File: src/rtl/pipe_fetch_unit.sv
// IF stage and IF/ID pipeline register for the 5-stage MIPS pipeline.
// Fetches over a one-outstanding req/ack handshake and honours one branch delay slot.
module pipe_fetch_unit #(
  parameter logic [31:0] RESET_PC = 32'h0000_0000,
  parameter logic [31:0] NOP_INST = 32'h0000_0000
) (
  input  logic        clock,
  input  logic        resetn,
  input  logic [1:0]  pcsource,
  input  logic [31:0] bpc,
  input  logic [31:0] jpc,
  input  logic [31:0] da,
  input  logic        wpcir,
  output logic        imem_req,
  output logic [31:0] imem_addr,
  input  logic        imem_ack,
  input  logic [31:0] imem_rdata,
  output logic [31:0] pc,
  output logic [31:0] dpc4,
  output logic [31:0] inst,
  output logic        ivalid
);

  typedef enum logic {
    FETCH = 1'b0,
    HOLD  = 1'b1
  } state_t;

  state_t      state_q, state_d;
  logic        run_q;
  logic [31:0] pc_q, pc_d;
  logic [31:0] dpc4_q, dpc4_d;
  logic [31:0] inst_q, inst_d;
  logic        ivalid_q, ivalid_d;
  logic [31:0] buf_q, buf_d;
  logic [31:0] redir_pc_q, redir_pc_d;
  logic        redir_v_q, redir_v_d;

  logic        req, avail, xfer;
  logic [31:0] word, pc4, npc_sel, npc;

  // run_q keeps the request low until the first edge after reset releases
  always_ff @(posedge clock or negedge resetn) begin
    if (!resetn) begin
      run_q      <= 1'b0;
      state_q    <= FETCH;
      pc_q       <= RESET_PC;
      dpc4_q     <= '0;
      inst_q     <= NOP_INST;
      ivalid_q   <= 1'b0;
      buf_q      <= '0;
      redir_pc_q <= '0;
      redir_v_q  <= 1'b0;
    end else begin
      run_q      <= 1'b1;
      state_q    <= state_d;
      pc_q       <= pc_d;
      dpc4_q     <= dpc4_d;
      inst_q     <= inst_d;
      ivalid_q   <= ivalid_d;
      buf_q      <= buf_d;
      redir_pc_q <= redir_pc_d;
      redir_v_q  <= redir_v_d;
    end
  end

  always_comb begin
    req   = run_q && (state_q == FETCH);
    avail = (req && imem_ack) || (state_q == HOLD);
    xfer  = avail && !wpcir;
    word  = (state_q == HOLD) ? buf_q : imem_rdata;
    pc4   = pc_q + 32'd4;

    unique case (pcsource)
      2'b01:   npc_sel = bpc;
      2'b10:   npc_sel = da;
      2'b11:   npc_sel = jpc;
      default: npc_sel = pc4;
    endcase
    npc = redir_v_q ? redir_pc_q : npc_sel;

    state_d    = state_q;
    pc_d       = pc_q;
    dpc4_d     = dpc4_q;
    inst_d     = inst_q;
    ivalid_d   = ivalid_q;
    buf_d      = buf_q;
    redir_pc_d = redir_pc_q;
    redir_v_d  = redir_v_q;

    if (xfer) begin
      inst_d    = word;
      dpc4_d    = pc4;
      ivalid_d  = 1'b1;
      state_d   = FETCH;
      redir_v_d = 1'b0;
      pc_d      = npc;
    end else if (req && imem_ack && wpcir) begin
      buf_d   = imem_rdata;
      state_d = HOLD;
    end else if (!avail && !wpcir) begin
      inst_d   = NOP_INST;
      ivalid_d = 1'b0;
    end

    // A branch leaving ID before its delay slot arrives must remember its target
    if (ivalid_q && !wpcir && !xfer && (pcsource != 2'b00)) begin
      redir_pc_d = npc_sel;
      redir_v_d  = 1'b1;
    end
  end

  assign imem_req  = req;
  assign imem_addr = pc_q;
  assign pc        = pc_q;
  assign dpc4      = dpc4_q;
  assign inst      = inst_q;
  assign ivalid    = ivalid_q;

endmodule

File: config.mk
export PLATFORM = sky130hd
export DESIGN_NAME = pipe_fetch_unit
export DESIGN_NICKNAME = d
export VERILOG_FILES = /design/src/rtl/pipe_fetch_unit.sv
export SDC_FILE = /design/constraint.sdc
export NUM_CORES = 1
export LEC_CHECK = 0
export CORE_UTILIZATION = 40
export CTS_CLUSTER_SIZE = 24
export DETAILED_ROUTE_END_ITERATION = 8
export DONT_BUFFER_PORTS = 1
export GPL_ROUTABILITY_DRIVEN = 0
export SYNTH_ARGS = -nofsm -noshare
export SYNTH_HDL_FRONTEND = slang
export SYNTH_SLANG_ARGS = --single-unit
File: constraint.sdc
create_clock -name clock -period 2.75 [get_ports clock]
set_input_delay 0.55 -clock clock [delete_from_list [all_inputs] [get_ports clock]]
set_output_delay 0.55 -clock clock [all_outputs]
set_load 0.05 [all_outputs]
==> run summary <==
Worst-Skew Late Latency: 430 ps
Yosys reg bits: 164
Seq/Total Area, Yosys: 0.493
Sum of negative setup slack: 0 ps
Xor-xnor portion of the synthesized cell area: 0.0303
Min Tclk post-route: 2370 ps
Die Area: 21,400 µm²
Compound-gate portion of the synthesized area: 0.116
WL met1: 10,300 µm
TritonCTS clock tree: yes
Crit share post-route: 0.861
# rows: 52
VDD IR-drop max: 0.433 mV
Top FF cell, synth: dfrtp_1
Distinct cell type count after synthesis: 52
DRC: 0
Post-synthesis mux area share: 0.144
Syn Std Cell Area: 8330 µm²
Final nets: 947
Chip height: 146 µm
Clock sinks: 164
Most common cell after layout, fill and taps aside: nand2_1
Pwr Density: 1020 nW/µm²
CTS buffer count: 17
Vias in the first global route: 5,879
I/O pins: 264
Clock-pin slew on the worst setup and hold paths: 70 ps
Critical path's largest stage delay: 690 ps
DP HPWL: 15,500 µm
Tot Pwr: 9.28 mW
Placeable Area: 20,300 µm²
Metal2 WL: 10,700 µm
Achievable frequency: 422 MHz
Synth warn: 0
Total GRT Usage: 0.218
Chip width: 146 µm
Max layer used: met5
WL met3: 1670 µm
# diodes: 0
Filler cells: 1,987
Max_cap viols: 0
RSZ-0062 raised after global routing: false
Syn_nets: 969
Asr flop ratio synth: 1.00
Post-synthesis simple-gate area fraction: 0.153
Final antenna-violating net count: 0
Largest net degree at the start of global routing: 165
Fraction of layout cells with a size suffix above 1: 0.178
Critical Path RT: 3020 ps
Starting Density: 0.410
Drt first-iter violations: 334
Routed vias/inst: 5.59
Post_cts resized: 0
Most frequent cells in the layout: nand2_1 (181), dfrtp_1 (163), o21ai_0 (65)
Startpoint types: register
Via count: 6,117
Post-synth EDFFs: 0
Status: finished, violations left
WHS: -178 ps
Worst Path Class, Setup: register to register
P_leak: 4.03 nW
FF+latch area: 4110 µm²
CP endpoint kind: register
Average wire per standard cell: 20.9 µm
Adder-Cell Fraction of Synth Area: 0.00150
CP arrival: 2630 ps
Longest Clk Path Bufs: 2
H-Tree Depth: 4
First-pass GRT wire length: 35,800 µm
Grt total ovfl: 0
Fin. max-slew vios: 0
Worst-path cell chain: nand3_1, or4_4, nor4b_2, xor2_1, a222oi_1, o21ai_0
Fin. Hold Viols: 164
Root Buffer: clkbuf_16
Mapped Cells: 834
Largest family of logic cells by synthesized area: simple AND/OR/NAND/NOR gates
Syn_area_per_cell: 9.99 µm²
Pre-antenna DRT Iters: 5
Crit-path slowest cell: or4_4
Final worst clock skew: 13.1 ps
Final Setup Violations: 0
Area grow syn2layout: 9.39%
Total routed wirelength: 22,900 µm
Class of the worst hold path: input port to asynchronous set/reset pin
Failing checks: negative hold slack
Slew at the pin closest to its max-slew limit: 861 ps
Max FO, Critical Path: 11
Area of the multi-input gates: 3740 µm²
Antenna violations before repair: 1
PortBufs: 0
Rel. slew slack: 0.424
==> area by class of cell <==
type,instances,area share
clock inverter,9,0.00645
timing repair buffer,52,0.0428
clock buffer,22,0.0498
multi-input combinational,570,0.410
inverter,7,0.00288
tap,270,0.0371
sequential,164,0.450
==> Yosys cell counts (all sizes together), types with 3 or more instances <==
library cell / number / area, µm²
nor4: 6 / 52.6
o21ai: 67 / 335
nor3: 5 / 25.0
and3: 14 / 87.6
a21oi: 22 / 110
a221o: 7 / 70.1
mux2i: 49 / 490
or2: 4 / 25.0
dfrtp: 164 / 4100
nand4: 7 / 58.8
a31oi: 4 / 25.0
mux2: 41 / 462
mux4: 11 / 248
o31ai: 33 / 248
xnor2: 15 / 139
inv: 6 / 22.5
nand3: 16 / 80.1
nor2b: 3 / 18.8
nor2: 30 / 113
buf: 46 / 310
a211o: 3 / 26.3
xor2: 13 / 114
a22oi: 8 / 65.1
or3: 6 / 42.5
nand2: 182 / 683
clkbuf: 47 / 176
nand2b: 3 / 18.8
==> worst max-delay path: cells and delay by family, from the launching register on <==
kind                      cells  cell delay (ps)
and+or+nand+nor               3             1200
AOI/OAI and AO/OA             2              530
DFF                           1              350
xor gates and xnor gates      1              130
==> power by group <==
part	total, mW	switching (mW)	internal, mW
clock network	2.13	0.966	1.17
registers	4.23	1.20	3.03
logic	2.92	2.11	0.807
total	9.28	4.28	5.00
==> stage by stage <==
step	instance area [µm²]	cells	setup slack, ps	util
finish	9110	1094	382	0.449
detailed placement	8600	1063	414	0.424
floorplan	8330	834	116	-
global placement	8600	1063	508	0.424
CTS	9110	1094	383	0.449
global route	9110	1094	218	0.449
==> logic make-up after synthesis <==
| kind of cell | count (synthesis) |
|---|---|
| and+or+nand+nor | 284 |
| other | 1 |
| adders and majority gates | 1 |
| AOI/OAI and AO/OA | 155 |
| DFF | 164 |
| buffers and inverters | 100 |
| muxes | 101 |
| xor gates and xnor gates | 28 |
==> registers in the layout, indices dropped and copies added, names as in the netlist <==
name        cells
buf_q          32
dpc4           32
imem_addr      32
inst           32
ivalid          1
redir_pc_q     32
redir_v_q       1
run_q           1
state_q         1
==> final timing paths <==
path / start / cells after the start / to / slack (ps)
max: imem_addr[11] / 6 / redir_pc_q[31] / 380
min: resetn / 0 / buf_q[8] / -180
max reg2reg: imem_addr[11] / 6 / redir_pc_q[31] / 380
min reg2reg: redir_pc_q[8] / 2 / redir_pc_q[8] / 470
max in group asynchronous: resetn / 0 / imem_addr[25] / 2660
min in group clock: wpcir / 1 / inst[2] / 220
==> per-layer routing <==
metal	vias to the layer above	track usage
met5	-	0
met4	2	0.0656
met3	19	0.0591
met2	244	0.337
met1	3021	0.299
li1	2831	-
==> timing repair <==
action,CTS,global route
buffers inserted,0,0
endpoints found under the setup margin,0,0
hold endpoints to repair,164,164
No activity file was read; power rests on OpenSTA's default activity.
